File: config.mk
export PLATFORM = sky130hd
export DESIGN_NAME = fir_sample_feeder
export DESIGN_NICKNAME = d
export VERILOG_FILES = /design/src/rtl/fir_sample_feeder.sv
export SDC_FILE = /design/constraint.sdc
export NUM_CORES = 1
export LEC_CHECK = 0
export ABC_CLOCK_PERIOD_IN_PS = 2900
export CAP_MARGIN = 20
export CELL_PAD_IN_SITES_DETAIL_PLACEMENT = 2
export CELL_PAD_IN_SITES_GLOBAL_PLACEMENT = 2
export CORE_UTILIZATION = 35
export CTS_CLUSTER_DIAMETER = 100
export DETAILED_ROUTE_END_ITERATION = 6
export PLACE_DENSITY_LB_ADDON = 0.1
export SLEW_MARGIN = 40
export SYNTH_ARGS = -nofsm -noshare
export SYNTH_HDL_FRONTEND = slang
export SYNTH_SLANG_ARGS = --single-unit
export TNS_END_PERCENT = 30
File: constraint.sdc
create_clock -name clk -period 2.9 [get_ports clk]
set_clock_uncertainty 0.05 [all_clocks]
set_input_delay 0.58 -clock clk [delete_from_list [all_inputs] [get_ports clk]]
set_output_delay 0.58 -clock clk [all_outputs]
set_load 0.01 [all_outputs]
File: src/rtl/fir_sample_feeder.sv
// Coefficient shadow loader plus sample FIFO feeding a FIR datapath; x is registered one cycle after the FIFO.
// s_ready falls when the FIFO is full. The burst flush (n zero samples + done pulse) is enabled by FIR_FEED_FLUSH_EN.
module fir_sample_feeder #(
   parameter int n     = 2,
   parameter int w_x   = 8,
   parameter int w_h   = 8,
   parameter int depth = 4
) (
   input  logic                  clk,
   input  logic                  reset,
   input  logic                  coef_valid,
   input  logic signed [w_h-1:0] coef_data,
   output logic                  coef_ready,
   input  logic                  reload,
   input  logic                  s_valid,
   input  logic signed [w_x-1:0] s_data,
   input  logic                  s_last,
   output logic                  s_ready,
   output logic signed [w_x-1:0] x,
   output logic                  x_valid,
   output logic [(n+1)*w_h-1:0]  Hz,
   output logic                  done
);
   localparam int hw = (n + 1) * w_h;
   localparam int aw = $clog2(depth);
   localparam int cw = (n > 0) ? $clog2(n + 1) : 1;
   localparam logic [aw:0] full_cnt = (aw + 1)'(depth);
`ifdef FIR_FEED_FLUSH_EN
   localparam bit flush_en = 1'b1;
`else
   localparam bit flush_en = 1'b0;
`endif

   typedef enum logic [1:0] {LOAD, RUN, FLUSH} state_t;

   state_t                state_q, state_d;
   logic [hw-1:0]         shadow_q, shadow_d, shadow_nx;
   logic [hw-1:0]         hz_q, hz_d;
   logic [cw-1:0]         wcnt_q, wcnt_d;
   logic [cw-1:0]         fcnt_q, fcnt_d;
   logic [aw-1:0]         wr_ptr_q, wr_ptr_d;
   logic [aw-1:0]         rd_ptr_q, rd_ptr_d;
   logic [aw:0]           count_q, count_d;
   logic [w_x:0]          mem_q [depth];
   logic [w_x:0]          rd_ent;
   logic signed [w_x-1:0] x_q, x_d;
   logic                  x_valid_q, x_valid_d;
   logic                  fin_q, fin_d;
   logic                  done_q, done_d;
   logic                  push, pop, pop_last;

   assign coef_ready = (state_q == LOAD) && !reset;
   assign s_ready    = (count_q != full_cnt) && !reset;
   assign push       = s_valid && s_ready;
   assign pop        = (state_q == RUN) && (count_q != '0);
   assign rd_ent     = mem_q[rd_ptr_q];
   assign pop_last   = rd_ent[w_x];
   assign shadow_nx  = (shadow_q << w_h) | hw'($unsigned(coef_data));

   assign x       = x_q;
   assign x_valid = x_valid_q;
   assign Hz      = hz_q;
   assign done    = flush_en & done_q;

   always_comb begin
      state_d   = state_q;
      shadow_d  = shadow_q;
      hz_d      = hz_q;
      wcnt_d    = wcnt_q;
      fcnt_d    = fcnt_q;
      wr_ptr_d  = wr_ptr_q + aw'(push);
      rd_ptr_d  = rd_ptr_q + aw'(pop);
      count_d   = count_q + (aw + 1)'(push) - (aw + 1)'(pop);
      x_d       = '0;
      x_valid_d = 1'b0;
      fin_d     = 1'b0;
      done_d    = fin_q;

      case (state_q)
         LOAD: begin
            if (coef_valid) begin
               if (wcnt_q == cw'(n)) begin
                  // Full set collected: publish to Hz in one step so the filter never sees a mix.
                  hz_d     = shadow_nx;
                  shadow_d = '0;
                  wcnt_d   = '0;
                  state_d  = RUN;
               end else begin
                  shadow_d = shadow_nx;
                  wcnt_d   = wcnt_q + 1'b1;
               end
            end
         end
         RUN: begin
            if (pop) begin
               x_d       = rd_ent[w_x-1:0];
               x_valid_d = 1'b1;
               if (pop_last && flush_en) begin
                  if (n == 0) begin
                     fin_d = 1'b1;
                  end else begin
                     state_d = FLUSH;
                     fcnt_d  = '0;
                  end
               end
            end else if (reload) begin
               state_d  = LOAD;
               shadow_d = '0;
               wcnt_d   = '0;
            end
         end
         FLUSH: begin
            x_valid_d = 1'b1;
            if (fcnt_q == cw'(n - 1)) begin
               state_d = RUN;
               fcnt_d  = '0;
               fin_d   = 1'b1;
            end else begin
               fcnt_d = fcnt_q + 1'b1;
            end
         end
         default: state_d = LOAD;
      endcase
   end

   always_ff @(posedge clk) begin
      if (reset) begin
         state_q   <= LOAD;
         shadow_q  <= '0;
         hz_q      <= '0;
         wcnt_q    <= '0;
         fcnt_q    <= '0;
         wr_ptr_q  <= '0;
         rd_ptr_q  <= '0;
         count_q   <= '0;
         x_q       <= '0;
         x_valid_q <= 1'b0;
         fin_q     <= 1'b0;
         done_q    <= 1'b0;
      end else begin
         state_q   <= state_d;
         shadow_q  <= shadow_d;
         hz_q      <= hz_d;
         wcnt_q    <= wcnt_d;
         fcnt_q    <= fcnt_d;
         wr_ptr_q  <= wr_ptr_d;
         rd_ptr_q  <= rd_ptr_d;
         count_q   <= count_d;
         x_q       <= x_d;
         x_valid_q <= x_valid_d;
         fin_q     <= fin_d;
         done_q    <= done_d;
      end
   end

   // Storage needs no reset; stale entries are unreachable once the pointers clear.
   always_ff @(posedge clk) begin
      if (push) begin
         mem_q[wr_ptr_q] <= {s_last, s_data};
      end
   end
endmodule
Word-level counts from Yosys, hierarchy flattened
Memories as Yosys holds them, arrays and structs flattened. A register that Yosys moved wholly into a read port is not among the register bits.
Cells that the tools add are included.
{ "totals": {"ff_bits": 54, "mem_bits_rw": 36, "inputBits": 22, "elab_cells": 60, "mem_count": 1} }
{ "memory_table": {"columns": ["name", "words", "word_bits", "read_ports", "rd_ports_with_merged_regs", "wr", "line", "rtl"], "rows": [
  ["mem_q", 4, 9, 1, 1, 1, "44", "logic [w_x:0] mem_q [depth];"]
]} }
{ "classes": {"addsub": 6, "n_eq_ne": 10, "n_mux": 19, "bitwise": 3, "n_reduce_logical": 12} }
{ "op_table": {"columns": ["cell", "count"], "rows": [
  ["16-bit two-way mux", 4],
  ["16-bit one-hot mux with 2 select lines", 1],
  ["24-bit by 8-bit bitwise OR with 24-bit output", 1],
  ["2-bit two-way mux", 8],
  ["2-bit inequality test, second input constant", 4],
  ["2-bit one-hot mux with 3 select lines", 1],
  ["5-bit AND reduction", 1],
  ["2-bit by 1-bit adder with 2-bit output", 2],
  ["2-bit by 1-bit adder with 2-bit output, second input constant", 2],
  ["2-bit by 1-bit == test with 1-bit output, second input constant", 2],
  ["2-bit == test, second input constant", 2],
  ["1-bit logical AND", 4],
  ["2-bit one-hot mux with 2 select lines", 1],
  ["4-bit AND reduction", 1],
  ["3-bit by 1-bit adder with 3-bit output", 1],
  ["1-bit two-way mux", 3],
  ["3-bit inequality test, second input constant", 1],
  ["3-bit AND reduction", 1],
  ["3-bit nonzero test", 1],
  ["3-bit OR reduction", 1],
  ["3-bit by 1-bit subtractor with 3-bit output", 1],
  ["2-bit logical NOT", 1],
  ["2-bit by 1-bit inequality test with 1-bit output, second input constant", 1],
  ["1-bit inverter", 2],
  ["other kinds (3)", 3]
]} }

Logic depth before layout (Yosys ltp)
{ "logic_depth": {"depth_word": 5, "ltp_mapped": 11, "ltp_nobuf": 10} }

Least setup slack after synthesis
OpenSTA, ideal clock, no wires.
{ "synth_path": {"path_kind": "input port to flip-flop", "from": "input reset", "to": "register count_q[2]", "t_arrival_ns": 2.327, "path_slack_ns": 0.445, "stages": 10, "path_buffers": 1, "cell_sequence": "or3b_1 buf_2 ha_1 inv_1 ha_1 inv_1 fa_1 xor2_1 and2_1 nor3_1"} }
{ "synth_between": {"elab_chain_len": 5} }
{ "synth_rtl": {"columns": ["item", "line", "rtl"], "rows": [
  ["start, declared", "10", "input logic reset,"],
  ["1-bit logical NOT", "53", "assign s_ready = (count_q != full_cnt) && !reset;"],
  ["1-bit logical AND", "53", null],
  ["1-bit logical AND", "54", "assign push = s_valid && s_ready;"],
  ["3-bit by 1-bit adder with 3-bit output", "73", "count_d = count_q + (aw + 1)'(push) - (aw + 1)'(pop);"],
  ["3-bit by 1-bit subtractor with 3-bit output", "73", null],
  ["end signal, assigned", "148", "count_q <= count_d;"],
  ["end, declared", "43", "logic [aw:0] count_q, count_d;"]
]} }
Parallel ways exist; a longest one is shown, timed or not.
A chain may end at the register's enable or synchronous reset.

Worst setup path in the final report
{ "layout_path": {"from": "input reset", "to": "output coef_ready"} }
{ "layout_between": {"elab_chain_len": 2} }
{ "layout_rtl": {"columns": ["item", "line", "rtl"], "rows": [
  ["1-bit logical NOT", "52", "assign coef_ready = (state_q == LOAD) && !reset;"],
  ["1-bit logical AND", "52", null],
  ["end, declared", "13", "output logic coef_ready,"]
]} }
Every way passes these cells.

==> results_dict.tcl <==
set metrics [dict create \
    synth_edf_count 32 \
    synthSimpleGateAreaFrac 0.136 \
    cts_tree "done" \
    synth.area.mux_share 0.0544 \
    slowest_delay_ns 0.50 \
    cp_top_family "buffers and inverters" \
    dieHeight_um 99.3 \
    synth_fa_ha_area_frac 0.0212 \
    cp-end-kind "output pin" \
    path_cells "clkdlybuf4s50_1 > buf_4 > nor2_1 > clkdlybuf4s50_1" \
    ir_drop_uv 305 \
    synth_area_um2 3310 \
    dpl.cell_count 421 \
    netlist_top_cells_count "dfxtp_1, nand2_1, edfxtp_1" \
    ys_seq_area_frac 0.647 \
    yosysMostFrequentCell "dfxtp_1" \
    post-route-min-period_ns 2.70 \
    avgSynthCellArea_um2 12.5 \
    finalSetupViolCount 0 \
    timing.fmax_mhz 371 \
    synth-main-ff-cell "dfxtp_1" \
    placed_area_um2 3970 \
    holdWs_ns 0.408 \
    drt-total-wl_um 7090 \
    track_usage 0.160 \
    synth_xor_area_frac 0.00793 \
    final_max_slew_viol_count 0 \
    critPathLaunch "reset" \
    yosys.area.top_type_share 0.357 \
    rsz0062_at_grt "no" \
    pre_cts_ws_ns -0.0206 \
    boundaryPins 58 \
    slew_headroom 0.480 \
    num_antenna_cells 0 \
    setup_ws_ns 0.204 \
    hold_path.class "flip-flop to flip-flop" \
    cts_buffers 9 \
    gp_congestion 0.718 \
    grt_overflow_total 0 \
    grt_pass1_wl_um 11800 \
    crit_buf_inv 3 \
    min_from "Hz[23]" \
    num_rows 35 \
    synth_compound_area_frac 0.0929 \
    postCtsSetupBuffers 0 \
    cap_violations 0 \
    drc 0 \
    drt-initial-drc-count 43 \
    synth.largest_area_cell "dfxtp_1" \
    wire_per_inst_um 16.3 \
    start_kind "input port" \
    worst_skew_pair.late_latency_ns 0.35 \
    cpMostUsedCell "clkdlybuf4s50_1" \
    worst_pin_slew_ns 0.778 \
    fin_crit_sh 0.930 \
    synth_top_family_by_area "simple AND/OR/NAND/NOR gates" \
    p_leak_nw 1.43 \
    dp_hpwl_um 4690 \
    cellPowerDensity_nw_per_um2 572 \
    yosysWarnings 0 \
    worstReg2RegStart "count_q[1]" \
    viasPerCell 4.94 \
    core_um2 9200 \
    area_growth_pct 25.6 \
    slowest_stage "clkdlybuf4s50_1" \
    cts.repair.resized 0 \
    status "completed" \
    htree_levels 3 \
    synth_cell_types 35 \
    instances_no_fill 436 \
    die_x_um 99.3 \
    nNetsFinal 348 \
    criticalPathCategory "input port to output pin" \
    fillCellCount 953 \
    die-area_um2 9860 \
    antenna_found_initial 0 \
    clk_pin_slew_worst_paths_ns 0.09 \
    grt_max_degree 39 \
    syn_inst 266 \
    portBuffers 55 \
    start_util 0.360 \
    ys_seq_elements 91 \
    hold_viol_final 0 \
    cts_hold_repair.buffers 0 \
    crit_required_ns 2.27 \
    first_global_vias 2315 \
    synthArstFlopShare 0 \
    cts-root-buf "clkbuf_8" \
    ant_nets 0 \
    synth_area_leaders "dfxtp_1, edfxtp_1, mux4_2, nand2_1, a22o_1" \
    numClockSinks 91 \
    final_area_um2 4160 \
    cts_buffer_depth 2 \
    drive_above_1_share 0.114 \
    path_max_fanout 38 \
    via_count 2156 \
    cp.arrival_ns 2.07 \
    synthesis.nets 293 \
    drt-pass1-iter-count 6 \
]
## sequential cells by signal (all words and copies together) (netlist names)
name and cells:
x_valid 1, shadow_q 16, x 8, mem_q 32, rd_ptr_q 2, Hz 24
state_q 1, count_q 3, wcnt_q 2, wr_ptr_q 2
## kinds of logic (layout without fill, tap and decap cells)
logic type / count (synthesis) / count (layout)
fa+ha+maj: 5 / 5
simple gates: 89 / 89
compound gates: 46 / 46
other cells: 1 / 1
xor+xnor: 3 / 3
flops: 91 / 91
mux: 8 / 8
buf+inv: 23 / 82
## metal layers
layer  routed length (µm)  share of wire  track usage
met1                 3250           0.46        0.191
met5                    0              0            0
met2                 3450           0.49        0.270
met4                   78          0.011       0.0475
met3                  312          0.044       0.0583
## worst paths after layout
kind	to	slack (ns)	cells past startpoint
worst min register to register	Hz[23]	0.41	2
worst max register to register	count_q[2]	0.43	10
worst min-delay path	Hz[23]	0.41	2
worst max-delay path	coef_ready	0.20	4
## power by group
part / switching (mW) / total (mW) / internal (mW)
registers: 0.0288 / 1.38 / 1.35
logic: 0.0764 / 0.159 / 0.0824
clock network: 0.441 / 0.836 / 0.395
total: 0.546 / 2.38 / 1.83
## final cells by class
cell class	count	area [µm²]	share of cell area
flip-flops and latches	91	2140	0.515
multi-input cells	152	1050	0.253
repair buffers	63	623	0.150
well taps	111	139	0.0334
clock buffers	9	124	0.0298
clock inverters	6	65.1	0.0156
inverters	4	15.0	0.00361
## cell usage in the layout (no fill, tap or decap), drive strengths merged
master / netlist / final
a211oi: 1 / 1
a21oi: 27 / 27
a22o: 16 / 16
a22oi: 1 / 1
and2: 1 / 1
and3: 2 / 2
buf: 12 / 8
bufinv: 0 / 1
clkbuf: 7 / 9
clkdlybuf4s50: 0 / 55
clkinv: 0 / 3
clkinvlp: 0 / 1
conb: 1 / 1
dfxtp: 59 / 59
edfxtp: 32 / 32
fa: 1 / 1
ha: 4 / 4
inv: 4 / 5
mux4: 8 / 8
nand2: 48 / 48
nand2b: 1 / 1
nand3: 1 / 1
nand4bb: 1 / 1
nor2: 9 / 9
nor2b: 13 / 13
nor3: 4 / 4
nor3b: 4 / 4
nor4b: 1 / 1
nor4bb: 1 / 1
o21ai: 1 / 1
or3b: 2 / 2
or4b: 1 / 1
xnor2: 2 / 2
xor2: 1 / 1
## worst reg2reg max path, cell delays in order (launching register included)
cell and delay (ns):
dfxtp_1 0.49, nor3b_1 0.12, or3b_1 0.40, ha_1 0.30, inv_1 0.06, ha_1 0.13, inv_1 0.05, fa_1 0.37
xor2_1 0.16, and2_1 0.16, nor3_1 0.12
## stage by stage
stage               setup TNS [ns]  power (mW)   util
detailed placement         -0.0206        1.57  0.432
finish                           0        2.38  0.452
CTS                              0        2.42  0.452
global placement                 0        1.57  0.432
global route                     0        2.49  0.452
floorplan                        0        1.50      -
Power figures use the tool's default switching activity.
